### config.mk
export PLATFORM = sky130hd
export DESIGN_NAME = subtract_seq_multibyte
export DESIGN_NICKNAME = d
export VERILOG_FILES = /design/src/rtl/subtract_seq_multibyte.sv
export SDC_FILE = /design/constraint.sdc
export NUM_CORES = 1
export LEC_CHECK = 0
export ABC_AREA = 1
export CAP_MARGIN = 40
export CORE_MARGIN = 1
export CORE_UTILIZATION = 35
export DETAILED_ROUTE_END_ITERATION = 8
export HOLD_SLACK_MARGIN = 0.12
export PLACE_DENSITY = 0.58
export SLEW_MARGIN = 20
export SYNTH_ARGS = -nofsm -noshare
export SYNTH_HDL_FRONTEND = slang
export SYNTH_SLANG_ARGS = --single-unit
### constraint.sdc
create_clock -name clk_i -period 8.2 [get_ports clk_i]
set_input_delay 2.46 -clock clk_i [delete_from_list [all_inputs] [get_ports clk_i]]
set_output_delay 2.46 -clock clk_i [all_outputs]
set_load 0.01 [all_outputs]
### src/rtl/subtract_seq_multibyte.sv
// Wide subtractor that walks one shared 8-bit subtract slice across NBYTES bytes, LSB first.
// The borrow chains between bytes through a register. Results update only on the done pulse.
//
// state | meaning
// IDLE  | waiting for start; d/b_out/zero hold the last result
// RUN   | one byte per clock through the shared slice; idx selects the byte

module subtract_8bit (
   input  logic [7:0] a_i,
   input  logic [7:0] b_i,
   input  logic       b_in_i,
   output logic [7:0] d_o,
   output logic       b_out_o
);
   logic [8:0] diff;

   // The ninth bit goes to 1 exactly when a < b + b_in.
   assign diff    = {1'b0, a_i} - {1'b0, b_i} - {8'b0, b_in_i};
   assign d_o     = diff[7:0];
   assign b_out_o = diff[8];
endmodule

module subtract_seq_multibyte #(
   parameter int NBYTES = 4
) (
   input  logic                  clk_i,
   input  logic                  rst_i,
   input  logic                  start_i,
   input  logic [8*NBYTES-1:0]   a_i,
   input  logic [8*NBYTES-1:0]   b_i,
   input  logic                  b_in_i,
   output logic                  busy_o,
   output logic                  done_o,
   output logic [8*NBYTES-1:0]   d_o,
   output logic                  b_out_o,
   output logic                  zero_o
);
   localparam int W    = 8 * NBYTES;
   localparam int IDXW = $clog2(NBYTES);
   localparam logic [IDXW-1:0] IDX_LAST = IDXW'(NBYTES - 1);

   typedef enum logic {IDLE, RUN} state_t;

   state_t          state_q, state_d;
   logic [IDXW-1:0] idx_q, idx_d;
   logic            borrow_q, borrow_d;
   logic [W-1:0]    a_q, a_d;
   logic [W-1:0]    b_q, b_d;
   logic [W-1:0]    shadow_q, shadow_d;
   logic [W-1:0]    d_q, d_d;
   logic            b_out_q, b_out_d;
   logic            zero_q, zero_d;
   logic            done_q, done_d;

   logic [7:0]      slice_a, slice_b, slice_d;
   logic            slice_bout;
   logic [W-1:0]    shadow_upd;
   logic [IDXW+2:0] bit_base;

   assign bit_base = {idx_q, 3'b000};
   assign slice_a  = a_q[bit_base +: 8];
   assign slice_b  = b_q[bit_base +: 8];

   subtract_8bit u_slice (
      .a_i     (slice_a),
      .b_i     (slice_b),
      .b_in_i  (borrow_q),
      .d_o     (slice_d),
      .b_out_o (slice_bout)
   );

   always_ff @(posedge clk_i) begin
      if (rst_i) begin
         state_q  <= IDLE;
         idx_q    <= '0;
         borrow_q <= 1'b0;
         a_q      <= '0;
         b_q      <= '0;
         shadow_q <= '0;
         d_q      <= '0;
         b_out_q  <= 1'b0;
         zero_q   <= 1'b0;
         done_q   <= 1'b0;
      end else begin
         state_q  <= state_d;
         idx_q    <= idx_d;
         borrow_q <= borrow_d;
         a_q      <= a_d;
         b_q      <= b_d;
         shadow_q <= shadow_d;
         d_q      <= d_d;
         b_out_q  <= b_out_d;
         zero_q   <= zero_d;
         done_q   <= done_d;
      end
   end

   always_comb begin
      state_d    = state_q;
      idx_d      = idx_q;
      borrow_d   = borrow_q;
      a_d        = a_q;
      b_d        = b_q;
      shadow_d   = shadow_q;
      d_d        = d_q;
      b_out_d    = b_out_q;
      zero_d     = zero_q;
      done_d     = 1'b0;
      // Shadow including this cycle's byte, so the last byte lands in d on the done edge.
      shadow_upd = shadow_q;
      shadow_upd[bit_base +: 8] = slice_d;

      case (state_q)
         IDLE: begin
            if (start_i) begin
               a_d      = a_i;
               b_d      = b_i;
               borrow_d = b_in_i;
               idx_d    = '0;
               state_d  = RUN;
            end
         end
         RUN: begin
            shadow_d = shadow_upd;
            borrow_d = slice_bout;
            idx_d    = idx_q + 1'b1;
            if (idx_q == IDX_LAST) begin
               d_d     = shadow_upd;
               b_out_d = slice_bout;
               zero_d  = (shadow_upd == '0);
               done_d  = 1'b1;
               idx_d   = '0;
               state_d = IDLE;
            end
         end
         default: state_d = IDLE;
      endcase
   end

   assign busy_o  = (state_q == RUN);
   assign done_o  = done_q;
   assign d_o     = d_q;
   assign b_out_o = b_out_q;
   assign zero_o  = zero_q;
endmodule
==> reports/qor.csv <==
metric,value,unit
syn_to_final_growth,29.32,%
worstPathRequired,8.57,ns
grt_pass1_wl,27820,µm
multi_input_area,2978,µm²
die-height,135.8,µm
top_usage_layer,met2,
die_area,18430,µm²
grt_setup_unrepaired,no,
rows,48,
vias,5851,
met2_usage,31.63,%
met3_usage,4.489,%
avgSynthCellArea,7.022,µm²
root_buffer,clkbuf_16,
synth_fp_nets,980,
htree_num_levels,4,
arrival,4.83,ns
wl_per_cell,14.15,µm
holdCritPathClass,reg -> reg,
syn_inst,892,
wl,17120,µm
nFillCells,1831,
reg2reg_from,idx_q[0],
path_max_fanout,54,
place_hpwl,11790,µm
yosys_warnings,0,
timing.critical_path.buf_inv,4,
max_freq,0.2246,GHz
path_depth,6,
drt_iter0_markers,408,
dr.pass1.iters,4,
cp_cell_sequence,clkdlybuf4s50_1 -> inv_2 -> buf_4 -> o21ai_0 -> or2_2 -> inv_1,
slew_headroom,49.53,%
ys.flop_type,dfxtp_1,
die_x,135.8,µm
clk_path_buf_depth,2,
crit_path_top_delay_cell,clkdlybuf4s50_1,
num_io_pins,104,
crit_path_end,d_o[25],
routabilityCongestion,0.8226,
cp-end-kind,flip-flop,
slowest_delay,0.66,ns
drv_cap,0,
fin_crit,4.453,ns
post_cts.repair.setup_buffers,0,
cts_tree,built,
start_kind,input pin,
max_slew.worst_pin.slew,0.7560,ns
async_flop_share,0,%
rrSetupSlack,4.26,ns
ys_seq_area_share,43.15,%
grtUsageMet1,25.46,%
power.leakage,0.003598,µW
synth_cell_types,35,
grt_util_all_layers,19.64,%
drive_above_1_share,6.294,%
hold_buffers,0,
grt_antenna_before_repair,0,
fin_tns_setup,0,ns
reg2reg_depth,19,
drv_slew,0,
final_cell_mix,"nand2_1 (166), nor2_1 (166), dfxtp_1 (135)",
overflow,0,
ys_seq_elements,135,
n_antenna_cell,0,
fin_crit_sh,54.31,%
final_nets,1060,
remaining_drc_errors,0,
regArea,2703,µm²
vias_per_cell,4.836,
status,completed,
hold_viol,0,
grt_pass1_vias,5521,
cts_buffers,17,
path_delay_family,buffers and inverters,
clkTransAtPathRegs,0.06,ns
whs,0.4515,ns
irDropWorstVdd,0.1641,mV
setup_viol,0,
syn-cell-area,6264,µm²
fin_cells,1210,
placed_cells,1178,
grt_max_degree,63,
portBuffers,103,
r2r_end,zero_o,
power-per-cell-area,244.1,nW/µm²
cts_resized,0,
antenna_left,0,
criticalPathCategory,in -> reg,
startpoint,rst_i,
synth_edf_count,0,
insertion_delay,0.43,ns
worst_clock_skew,0.008313,ns
start_util,36.09,%
clock-sinks,135,
core_area,17360,µm²
[final cells by class]
class,count,share of cell area [%]
tap,225,3.475
inverter,104,4.819
clock buffer,18,5.422
sequential,135,33.36
multi-input combinational,605,36.76
clock inverter,14,2.719
timing repair buffer,109,13.44
[state kept, by name, summed over array words and instances (netlist names)]
signal	count
done_o	1
b_q	32
zero_o	1
borrow_q	1
d_o	32
a_q	32
idx_q	2
shadow_q	32
b_out_o	1
busy_o	1
[power by group]
| part | internal (µW) | total (µW) | switching [µW] |
|---|---|---|---|
| logic | 144 | 408 | 264 |
| registers | 696 | 716 | 19.3 |
| clock network | 549 | 853 | 304 |
| total | 1390 | 1980 | 587 |
[how the worst min path moves through the flow]
stage / from / end / slack (ns) / depth (start not counted)
after floorplan: a_q[1] / a_q[1] / 0.44 / 2
after global placement: d_o[2] / d_o[2] / 0.44 / 2
after detailed placement: d_o[2] / d_o[2] / 0.44 / 2
after CTS: zero_o / zero_o / 0.46 / 2
after global routing: d_o[11] / d_o[11] / 0.47 / 2
final: d_o[7] / d_o[7] / 0.45 / 2
[metal layers]
layer	wire length [µm]	vias to the layer above
met5	0	-
met4	283	0
met3	636	21
met2	7899	138
met1	8302	2644
li1	-	3048
[worst reg2reg max path, cell delays in order, from the launching register on]
cell and delay [ns]:
dfxtp_1 0.30, buf_4 0.47, inv_2 0.49, o21ai_0 0.31, o22ai_1 0.15, fa_1 0.43
inv_1 0.10, fa_1 0.45, nor2_1 0.26, nand3_1 0.14, nand2_1 0.11, nor2_1 0.07
nand3_1 0.08, nor2_1 0.06, nand4_1 0.09, nor2_1 0.05, nand4_1 0.09, nor2_1 0.05
nand4_1 0.08, nand2_1 0.05
[metrics by stage]
stage / worst slack [ns] / total power [µW] / area [µm²] / util, %
after floorplan: 4.734 / 1001 / 6264 / -
after global placement: 3.346 / 1129 / 7421 / 42.76
after detailed placement: 3.344 / 1135 / 7441 / 42.87
after CTS: 3.797 / 1992 / 8100 / 46.67
after global routing: 3.547 / 2075 / 8100 / 46.67
final: 3.747 / 1977 / 8100 / 46.67
[cell usage after synthesis (3+ instances only)]
cell	n	share of area, %
a22o_1	6	0.84
clkbuf_1	34	2.0
nor2_1	168	10
a21oi_1	27	2.2
o22ai_1	7	0.70
dfxtp_1	135	43
a32o_1	7	1.1
nand3_2	3	0.48
nand3_1	23	1.8
o211ai_1	24	2.9
o21ai_1	6	0.48
buf_1	7	0.42
ha_1	18	3.6
nand2_1	166	9.9
buf_2	5	0.40
inv_2	12	0.72
nand4_1	14	1.4
inv_1	90	5.4
o21ai_0	118	9.4
[kinds of logic after synthesis]
logic type / synth area share, %
compound gates: 18.58
xor+xnor: 0.1399
fa+ha+maj: 4.235
buf+inv: 9.389
flops: 43.15
simple gates: 24.51
(Power assumes the default switching activity.)
